`config.mk`:
```
export PLATFORM = sky130hd
export DESIGN_NAME = ft232h_dir_scheduler_flat
export DESIGN_NICKNAME = d
export VERILOG_FILES = /design/src/rtl/ft232h_dir_scheduler_if.sv /design/src/rtl/ft232h_dir_scheduler.sv /design/src/flat_wrapper.sv
export SDC_FILE = /design/constraint.sdc
export NUM_CORES = 1
export LEC_CHECK = 0
export CAP_MARGIN = 20
export CORE_UTILIZATION = 40
export DETAILED_ROUTE_END_ITERATION = 10
export PLACE_DENSITY = 0.74
export SETUP_SLACK_MARGIN = 0.3
export SLEW_MARGIN = 20
export SYNTH_ARGS = -nofsm -noshare
export SYNTH_HDL_FRONTEND = slang
export SYNTH_SLANG_ARGS = --single-unit
```
`constraint.sdc`:
```
create_clock -name clk -period 2.55 [get_ports clk]
set_clock_uncertainty 0.15 [all_clocks]
set_input_delay 0.51 -clock clk [delete_from_list [all_inputs] [get_ports clk]]
set_output_delay 0.51 -clock clk [all_outputs]
set_load 0.005 [all_outputs]
```
`src/rtl/ft232h_dir_scheduler_if.sv`:
```
// Purpose: groups the scheduler's status inputs, byte strobes and command/status outputs.
// Ports: enable, RXFn, TXEn, rdempty, wrfull, rx_strobe, tx_strobe (to scheduler);
//        CMD, state_o, burst_cnt (from scheduler). slave = scheduler side, master = driver side.
interface ft232h_dir_scheduler_if;
    logic       enable;
    logic       RXFn;
    logic       TXEn;
    logic       rdempty;
    logic       wrfull;
    logic       rx_strobe;
    logic       tx_strobe;
    logic [1:0] CMD;
    logic [2:0] state_o;
    logic [7:0] burst_cnt;

    modport master (
        output enable, RXFn, TXEn, rdempty, wrfull, rx_strobe, tx_strobe,
        input  CMD, state_o, burst_cnt
    );

    modport slave (
        input  enable, RXFn, TXEn, rdempty, wrfull, rx_strobe, tx_strobe,
        output CMD, state_o, burst_cnt
    );
endinterface

```
`src/rtl/ft232h_dir_scheduler.sv`:
```
// Purpose: FT232H sync-FIFO direction scheduler; issues CMD 00 idle / 01 RX / 10 TX / 11 SIWU flush.
// Latency: grant CMD one cycle after a side becomes ready in IDLE; TURN_CYCLES+1 after a grant ends.
// Backpressure: a grant ends on burst limit, own side not ready (RXFn/wrfull, TXEn/rdempty) or enable low.
// Ports: clk, RSTn (async active-low), bus (slave modport: status/strobes in, CMD/state_o/burst_cnt out).
// Optional: define FT232H_SIWU_FLUSH_EN to add the idle-timeout SIWU flush request (FLUSH_TIMEOUT).
module ft232h_dir_scheduler #(
    parameter int MAX_BURST   = 64,
    parameter int TURN_CYCLES = 2
`ifdef FT232H_SIWU_FLUSH_EN
    ,
    parameter int FLUSH_TIMEOUT = 255
`endif
) (
    input  logic                         clk,
    input  logic                         RSTn,
    ft232h_dir_scheduler_if.slave        bus
);

    typedef enum logic [2:0] {
        S_IDLE  = 3'd0,
        S_RX    = 3'd1,
        S_TX    = 3'd2,
        S_TURN  = 3'd3,
        S_FLUSH = 3'd4
    } state_t;

    localparam logic [7:0] BURST_LAST = 8'(MAX_BURST - 1);
    localparam logic [3:0] TURN_LAST  = 4'(TURN_CYCLES - 1);

    state_t     state_q, state_d;
    state_t     arb_state;
    logic [1:0] cmd_q, cmd_d;
    logic [7:0] burst_cnt_q;
    logic [3:0] turn_cnt_q;
    logic       last_dir_rx_q;   // 1 = last grant was RX
    logic       rx_ready, tx_ready;
    logic       grant;

    assign rx_ready = ~bus.RXFn & ~bus.wrfull;
    assign tx_ready = ~bus.TXEn & ~bus.rdempty;

`ifdef FT232H_SIWU_FLUSH_EN
    localparam logic [15:0] FLUSH_LAST = 16'(FLUSH_TIMEOUT);
    logic        flush_pending_q;
    logic [15:0] flush_tmr_q;
    logic        flush_due;

    // Pending is also required so a saturated timer cannot trigger a second SIWU.
    assign flush_due = flush_pending_q && (flush_tmr_q == FLUSH_LAST);
`endif

    // Arbitration result shared by IDLE and the last TURN cycle; ties go to the
    // direction not served last.
    always_comb begin
        arb_state = S_IDLE;
        if (bus.enable) begin
            if (rx_ready && tx_ready)
                arb_state = last_dir_rx_q ? S_TX : S_RX;
            else if (rx_ready)
                arb_state = S_RX;
            else if (tx_ready)
                arb_state = S_TX;
        end
    end

    always_comb begin
        state_d = state_q;
        case (state_q)
            S_IDLE: begin
                if (arb_state != S_IDLE)
                    state_d = arb_state;
`ifdef FT232H_SIWU_FLUSH_EN
                else if (bus.enable && flush_due)
                    state_d = S_FLUSH;
`endif
            end
            S_RX: begin
                if (!bus.enable || !rx_ready || (bus.rx_strobe && burst_cnt_q == BURST_LAST))
                    state_d = S_TURN;
            end
            S_TX: begin
                if (!bus.enable || !tx_ready || (bus.tx_strobe && burst_cnt_q == BURST_LAST))
                    state_d = S_TURN;
            end
            // The final TURN cycle arbitrates directly so the bus sees exactly
            // TURN_CYCLES idle commands between grants.
            S_TURN: begin
                if (turn_cnt_q == TURN_LAST)
                    state_d = arb_state;
            end
            S_FLUSH: state_d = S_TURN;
            default: state_d = S_IDLE;
        endcase
    end

    assign grant = (state_q == S_IDLE || state_q == S_TURN) &&
                   (state_d == S_RX || state_d == S_TX);

    always_comb begin
        cmd_d = 2'b00;
        case (state_d)
            S_RX:    cmd_d = 2'b01;
            S_TX:    cmd_d = 2'b10;
            S_FLUSH: cmd_d = 2'b11;
            default: cmd_d = 2'b00;
        endcase
    end

    always_ff @(posedge clk or negedge RSTn) begin
        if (!RSTn) begin
            state_q       <= S_IDLE;
            cmd_q         <= 2'b00;
            burst_cnt_q   <= 8'd0;
            turn_cnt_q    <= 4'd0;
            last_dir_rx_q <= 1'b0;
        end else begin
            state_q    <= state_d;
            cmd_q      <= cmd_d;
            turn_cnt_q <= (state_q == S_TURN) ? turn_cnt_q + 4'd1 : 4'd0;
            if (grant) begin
                burst_cnt_q   <= 8'd0;
                last_dir_rx_q <= (state_d == S_RX);
            end else if (burst_cnt_q != 8'hFF &&
                         ((state_q == S_RX && bus.rx_strobe) ||
                          (state_q == S_TX && bus.tx_strobe))) begin
                burst_cnt_q <= burst_cnt_q + 8'd1;
            end
        end
    end

`ifdef FT232H_SIWU_FLUSH_EN
    // Any TX byte, including pipeline-tail bytes during TURN, restarts the timeout.
    always_ff @(posedge clk or negedge RSTn) begin
        if (!RSTn) begin
            flush_pending_q <= 1'b0;
            flush_tmr_q     <= 16'd0;
        end else if (bus.tx_strobe) begin
            flush_pending_q <= 1'b1;
            flush_tmr_q     <= 16'd0;
        end else if (state_d == S_FLUSH) begin
            flush_pending_q <= 1'b0;
            flush_tmr_q     <= 16'd0;
        end else if (state_q == S_IDLE && flush_pending_q && bus.rdempty &&
                     flush_tmr_q != FLUSH_LAST) begin
            flush_tmr_q <= flush_tmr_q + 16'd1;
        end
    end
`endif

    assign bus.CMD       = cmd_q;
    assign bus.state_o   = state_q;
    assign bus.burst_cnt = burst_cnt_q;

endmodule

```
`src/flat_wrapper.sv`:
```
// flat-port wrapper written by rule: the top's interface ports become plain ports
module ft232h_dir_scheduler_flat 
#(
    parameter int MAX_BURST   = 64,
    parameter int TURN_CYCLES = 2

)
  (clk, RSTn, bus_enable, bus_RXFn, bus_TXEn, bus_rdempty, bus_wrfull, bus_rx_strobe, bus_tx_strobe, bus_CMD, bus_state_o, bus_burst_cnt);
  ft232h_dir_scheduler_if bus_i ();
  input  logic clk;
  input  logic RSTn;
  input wire logic [$bits(bus_i.enable)-1:0] bus_enable;
  input wire logic [$bits(bus_i.RXFn)-1:0] bus_RXFn;
  input wire logic [$bits(bus_i.TXEn)-1:0] bus_TXEn;
  input wire logic [$bits(bus_i.rdempty)-1:0] bus_rdempty;
  input wire logic [$bits(bus_i.wrfull)-1:0] bus_wrfull;
  input wire logic [$bits(bus_i.rx_strobe)-1:0] bus_rx_strobe;
  input wire logic [$bits(bus_i.tx_strobe)-1:0] bus_tx_strobe;
  output wire logic [$bits(bus_i.CMD)-1:0] bus_CMD;
  output wire logic [$bits(bus_i.state_o)-1:0] bus_state_o;
  output wire logic [$bits(bus_i.burst_cnt)-1:0] bus_burst_cnt;
  assign bus_i.enable = bus_enable;
  assign bus_i.RXFn = bus_RXFn;
  assign bus_i.TXEn = bus_TXEn;
  assign bus_i.rdempty = bus_rdempty;
  assign bus_i.wrfull = bus_wrfull;
  assign bus_i.rx_strobe = bus_rx_strobe;
  assign bus_i.tx_strobe = bus_tx_strobe;
  assign bus_CMD = bus_i.CMD;
  assign bus_state_o = bus_i.state_o;
  assign bus_burst_cnt = bus_i.burst_cnt;
  ft232h_dir_scheduler #(.MAX_BURST(MAX_BURST), .TURN_CYCLES(TURN_CYCLES)) u_core (.clk(clk), .RSTn(RSTn), .bus(bus_i));
endmodule
```
==> flow_summary.json, run 1 <==
{
  "synth_commonest_cells": "dfrtp_1 (18), nor3_1 (7), nor2_1 (6), o21ai_0 (6)",
  "gp_congestion": 0.849,
  "first_iter_violations": 22,
  "min_period_ps": 2260,
  "crit_path_start": "bus_TXEn",
  "dp_hpwl_um": 1640,
  "cp.required_ps": 2600,
  "hold_buffers": 0,
  "regToRegSetupSlack_ps": 430,
  "drt_pre_antenna_iters": 4,
  "post_drt_wl_per_cell_um": 13.7,
  "worstPathArrival_ps": 2310,
  "clockRootBuffer": "clkbuf_4",
  "status": "finished, final reports clean",
  "synth_edf_count": 0,
  "syn_to_final_growth_pct": 36.4,
  "r2r-end": "u_core.bus.burst_cnt[6]$_DFFE_PN0P_",
  "cts_made_buffers": 3,
  "cp_slowest_cell": "clkdlybuf4s50_1",
  "r2r-start": "u_core.turn_cnt_q[1]$_DFF_PN0_",
  "power.leakage_uw": 0.000622,
  "path_cells": "clkdlybuf4s50_1 -> or3b_4 -> o21a_1 -> a22oi_2 -> a2111oi_4 -> buf_6 -> a211oi_1",
  "worst-path-buf-inv": 2,
  "antenna_cells": 0,
  "synth_largest_area_cell": "dfrtp_1",
  "fill_cells": 241,
  "crit_path_end_kind": "flip-flop",
  "crit_fanout": 8,
  "setup_viol": 0,
  "routed_wl_um": 2240,
  "async_reset_ff_share_pct": 100,
  "synthCells": 104,
  "cts_tree": "done",
  "p_total_uw": 1110,
  "drtAntennaViolNets": 0,
  "htreeDepth": 1,
  "hold_path_class": "reg -> reg",
  "synth_warnings": 0,
  "yosysMostFrequentCell": "dfrtp_1",
  "tritoncts_num_sinks": 18,
  "first_global_vias": 900,
  "row_count": 18,
  "antenna_found_initial": 0,
  "syn_avg_cell_area_um2": 10.2,
  "grt_setup_unrepaired": "true",
  "final_hold_viol_count": 0,
  "drc": 0,
  "multi_input_area_um2": 632,
  "clk_pin_slew_ps": 100,
  "seq_area_um2": 450,
  "grt_pass1_wl_um": 3750,
  "num_io_pins": 22,
  "clk_latency_ps": 280,
  "maxCapViolCount": 0,
  "path_class": "in -> reg",
  "r2r_cells": 8,
  "path_depth": 7,
  "chipWidth_um": 53.4,
  "whs_ps": 346,
  "synth_fp_nets": 116,
  "core_um2": 2480,
  "ys_seq_area_share_pct": 42.7,
  "via_per_inst": 5.68,
  "initial_core_util_pct": 42.6,
  "synthTopCellsByArea": "dfrtp_1 (43%), xor2_1 (4.1%), ha_1 (3.6%), nor3_1 (3.3%), o21ai_0 (2.8%)",
  "grt_max_degree": 19,
  "cpPeakStageDelay_ps": 440,
  "overflow": 0,
  "cp_top_family": "compound AO/OA/AOI/OAI gates",
  "finalCritPeriodShare_pct": 88.6,
  "maxSlewViolCount": 0,
  "drive_above_1_share_pct": 19.5,
  "ys.flop_type": "dfrtp_1",
  "synth_top_area_share_pct": 42.7,
  "numPortBuffers": 21,
  "fin_util_pct": 58.1,
  "cp-start-kind": "input pin",
  "grtUsageTotal_pct": 18.4,
  "vias": 926,
  "nNetsFinal": 146,
  "max_freq_ghz": 0.443,
  "ir_worst_vdd_mv": 0.577,
  "synth_seq_cells": 18,
  "power_density_nw_per_um2": 771,
  "ys_types": 41,
  "die_area_um2": 2850,
  "die_height_um": 53.4,
  "netlist_area_um2": 1060,
  "crit_end": "u_core.bus.burst_cnt[5]$_DFFE_PN0P_",
  "clockBufferDepth": 2
}
==> layout by cell type, fill, tap and decap left out, types with 4 or more instances in the layout <==
cell type        Yosys  routed
dfrtp_1             18      18
clkdlybuf4s50_1      0      17
nor2_1               6       6
nor3_1               7       6
nand3_1              5       5
xor2_1               5       5
nor2b_1              4       4
nand4_1              4       4
dlymetal6s2s_1       0       4
buf_4                2       4
==> final cells by class <==
type,count,share of cell area [%]
clock buffers,4,2.52
inverters,3,0.782
multi-input cells,81,43.9
flip-flops and latches,18,31.3
well taps,30,2.61
repair buffers,27,18.9
==> flip-flops by register name (all words and copies together), names as in the netlist <==
| register | flops |
|---|---|
| u_core.bus.CMD | 2 |
| u_core.turn_cnt_q | 4 |
| u_core.last_dir_rx_q | 1 |
| u_core.bus.burst_cnt | 8 |
| u_core.bus.state_o | 3 |
==> power by group <==
group / total (uW) / switching [uW] / internal (uW)
Combinational: 546 / 272 / 274
Clock: 171 / 83.7 / 86.9
Sequential: 393 / 53.0 / 340
Total: 1110 / 409 / 701
==> stage by stage <==
step	cells	TNS [ps]	worst slack, ps	instance area, um^2
2_1_floorplan	104	0	420	1060
3_3_place_gp	158	-211	-30.3	1330
3_5_place_dp	158	-604	-103	1330
4_1_cts	163	0	301	1400
5_1_grt	163	0	270	1440
6_report	163	0	291	1440
==> metal layers <==
| layer | vias up | global-route usage (%) | share of wire [%] |
|---|---|---|---|
| met3 | 2 | 4.60 | 4.9 |
| met2 | 28 | 33.3 | 51 |
| li1 | 445 | - | - |
| met1 | 451 | 21.1 | 43 |
| met4 | 0 | 4.82 | 0.67 |
| met5 | - | 0 | 0 |
==> cell families after synthesis <==
kind of cell	after synthesis	synth area share (%)
flops	18	42.7
buf+inv	5	2.49
simple gates	49	29.4
xor+xnor	6	4.98
mux	2	1.90
other cells	1	0.355
fa+ha+maj	3	3.55
compound gates	20	14.7
==> timing repair <==
item	4_1_cts	5_1_grt
pin swaps	4	11
endpoints found under the setup margin	8	10
resized for setup	8	13
buffers inserted	1	0
==> worst register-to-register path: cells and delay by family (launching register included) <==
family | cells | cell delay, ps
buffers and inverters | 2 | 220
AND/OR/NAND/NOR | 3 | 640
adder cells (fa/ha/maj) | 1 | 120
AO/OA/AOI/OAI | 2 | 500
flip-flops | 1 | 410
==> how the worst min path moves through the flow <==
stage                                   startpoint                             end  depth (start not counted)
global route        u_core.turn_cnt_q[0]$_DFF_PN0_  u_core.turn_cnt_q[0]$_DFF_PN0_                          1
finish              u_core.turn_cnt_q[0]$_DFF_PN0_  u_core.turn_cnt_q[0]$_DFF_PN0_                          1
floorplan                                     RSTn     u_core.bus.CMD[0]$_DFF_PN0_                          0
detailed placement  u_core.turn_cnt_q[0]$_DFF_PN0_  u_core.turn_cnt_q[0]$_DFF_PN0_                          1
global placement    u_core.turn_cnt_q[0]$_DFF_PN0_  u_core.turn_cnt_q[0]$_DFF_PN0_                          1
CTS                 u_core.turn_cnt_q[0]$_DFF_PN0_  u_core.turn_cnt_q[0]$_DFF_PN0_                          1
Power figures use the tool's default switching activity.
==> run 2: changes to the inputs <==
--- a/config.mk
+++ b/config.mk
@@ -8,7 +8,7 @@
 export CAP_MARGIN = 20
 export CORE_UTILIZATION = 40
 export DETAILED_ROUTE_END_ITERATION = 10
-export PLACE_DENSITY = 0.74
+export PLACE_DENSITY = 0.75
 export SETUP_SLACK_MARGIN = 0.3
 export SLEW_MARGIN = 20
 export SYNTH_ARGS = -nofsm -noshare
==> flow_summary.json, run 2 (synthesis results as in run 1) <==
{
  "status": "finished, final reports clean",
  "htreeDepth": 1,
  "regToRegSetupSlack_ps": 490,
  "swShare_pct": 37.8,
  "final_cell_mix": "dfrtp_1 (18), clkdlybuf4s50_1 (17), nor2_1 (6)",
  "nNetsFinal": 146,
  "largest_reg_flops": 8,
  "dp_hpwl_um": 1600,
  "num_io_pins": 22,
  "gp_congestion": 0.909,
  "final_hold_viol_count": 0,
  "p_int_uw": 673,
  "grtUsageTotal_pct": 17.5,
  "grt_max_degree": 19,
  "grt_pass1_wl_um": 3570,
  "via_per_inst": 5.70,
  "die_height_um": 53.4,
  "clockBufferDepth": 2,
  "first_iter_violations": 17,
  "min_period_ps": 2240,
  "clk_pin_slew_ps": 100,
  "r2r-end": "u_core.bus.burst_cnt[6]$_DFFE_PN0P_",
  "min_to": "u_core.turn_cnt_q[0]$_DFF_PN0_",
  "worstPathArrival_ps": 2300,
  "min_path_cells": 1,
  "drt_pre_antenna_iters": 7,
  "first_global_vias": 825,
  "post-route-cell-area_um2": 1430,
  "crit_path_end_kind": "flip-flop",
  "overflow": 0,
  "crit_fanout": 8,
  "fin_setup_tns_ps": 0,
  "pwr-share-seq_pct": 36.5,
  "hold_path_class": "reg -> reg",
  "power_density_nw_per_um2": 755,
  "fill_cells": 237,
  "maxSlewViolCount": 0,
  "whs_ps": 353,
  "drtAntennaViolNets": 0,
  "min-delay-start": "u_core.turn_cnt_q[0]$_DFF_PN0_",
  "clk_latency_ps": 290,
  "drive_above_1_share_pct": 19.7,
  "post_drt_wl_per_cell_um": 14.2,
  "cp-start-kind": "input pin",
  "tritoncts_num_sinks": 18,
  "finalCritPeriodShare_pct": 87.7,
  "placed_cell_area_um2": 1330,
  "r2r_cells": 8,
  "row_count": 18,
  "chipWidth_um": 53.4,
  "cts_made_buffers": 3,
  "drc": 0,
  "final_common_cell": "dfrtp_1",
  "power_switching_uw": 409,
  "syn_to_final_growth_pct": 35.7,
  "vias": 923,
  "numPortBuffers": 21,
  "max_freq_ghz": 0.447,
  "clockRootBuffer": "clkbuf_4",
  "p_clk_share_pct": 12.7,
  "grt_setup_unrepaired": "true",
  "ir_worst_vdd_mv": 0.531,
  "routed_wl_um": 2300,
  "antenna_cells": 0,
  "power.leakage_uw": 0.000619,
  "cp.required_ps": 2610,
  "cts_tree": "done",
  "setup_viol": 0,
  "path_class": "in -> reg",
  "r2r-start": "u_core.turn_cnt_q[1]$_DFF_PN0_",
  "antenna_found_initial": 0,
  "die_area_um2": 2850,
  "p_comb_share_pct": 50.8,
  "initial_core_util_pct": 42.6,
  "core_um2": 2480,
  "maxCapViolCount": 0
}
==> run 2: cell types whose count changed in the layout (fill, tap and decap cells not counted), sizes merged <==
cell / previous run / this run
clkbuf: 4 / 3
==> run 2: final cells by class <==
type | count | area [um^2] | share of cell area, %
multi-input combinational | 81 | 638 | 44.5
sequential | 18 | 450 | 31.4
timing repair buffer | 27 | 273 | 19.0
tap | 30 | 37.5 | 2.62
clock buffer | 3 | 22.5 | 1.57
inverter | 3 | 11.3 | 0.786
==> run 2: how the worst max path moves through the flow <==
stage,slack (ps),cells after the start,start,end
floorplan,420,5,bus_wrfull,u_core.bus.burst_cnt[0]$_DFFE_PN0P_
global placement,-30,7,bus_enable,u_core.bus.burst_cnt[5]$_DFFE_PN0P_
detailed placement,-70,7,bus_enable,u_core.bus.burst_cnt[7]$_DFFE_PN0P_
CTS,290,7,bus_enable,u_core.bus.burst_cnt[1]$_DFFE_PN0P_
global route,250,7,bus_rdempty,u_core.bus.burst_cnt[1]$_DFFE_PN0P_
finish,310,7,bus_rdempty,u_core.bus.burst_cnt[7]$_DFFE_PN0P_
==> run 2: through the flow <==
| stage | utilization, % | power [uW] | setup slack, ps | instances |
|---|---|---|---|---|
| after CTS | 54.9 | 1050 | 293 | 162 |
| after global placement | 53.5 | 878 | -33.5 | 158 |
| after global routing | 57.8 | 1160 | 253 | 162 |
| after floorplan | - | 695 | 420 | 104 |
| final | 57.8 | 1080 | 313 | 162 |
| after detailed placement | 53.5 | 892 | -66.7 | 158 |
==> run 2: power by group through the flow <==
stage	logic, uW	clock network, uW	registers, uW
detailed placement	493	0	399
floorplan	303	0	392
finish	550	138	394
global placement	482	0	396
CTS	511	143	394
global route	604	151	401
==> run 2: repair_timing <==
| action | CTS | global route |
|---|---|---|
| cloned | 0 | 0 |
| gates resized for setup | 3 | 17 |
| setup endpoints to repair | 8 | 10 |
| buffers inserted | 1 | 0 |
| hold buffers | 0 | 0 |
| pin swaps | 3 | 10 |
| endpoints found under the hold margin | 0 | 0 |
==> run 2: worst max-delay path: stages <==
cell             delay (ps)
clkdlybuf4s50_1         430
or3b_4                  410
o21a_1                  220
a22oi_2                 260
a2111oi_4               110
buf_6                   160
nor3_1                  190
==> run 2: layer usage <==
| metal | wire length (um) | global-route usage (%) |
|---|---|---|
| met1 | 989 | 20.8 |
| met2 | 1190 | 31.7 |
| met3 | 112 | 5.17 |
| met4 | 10 | 1.32 |
| met5 | 0 | 0 |
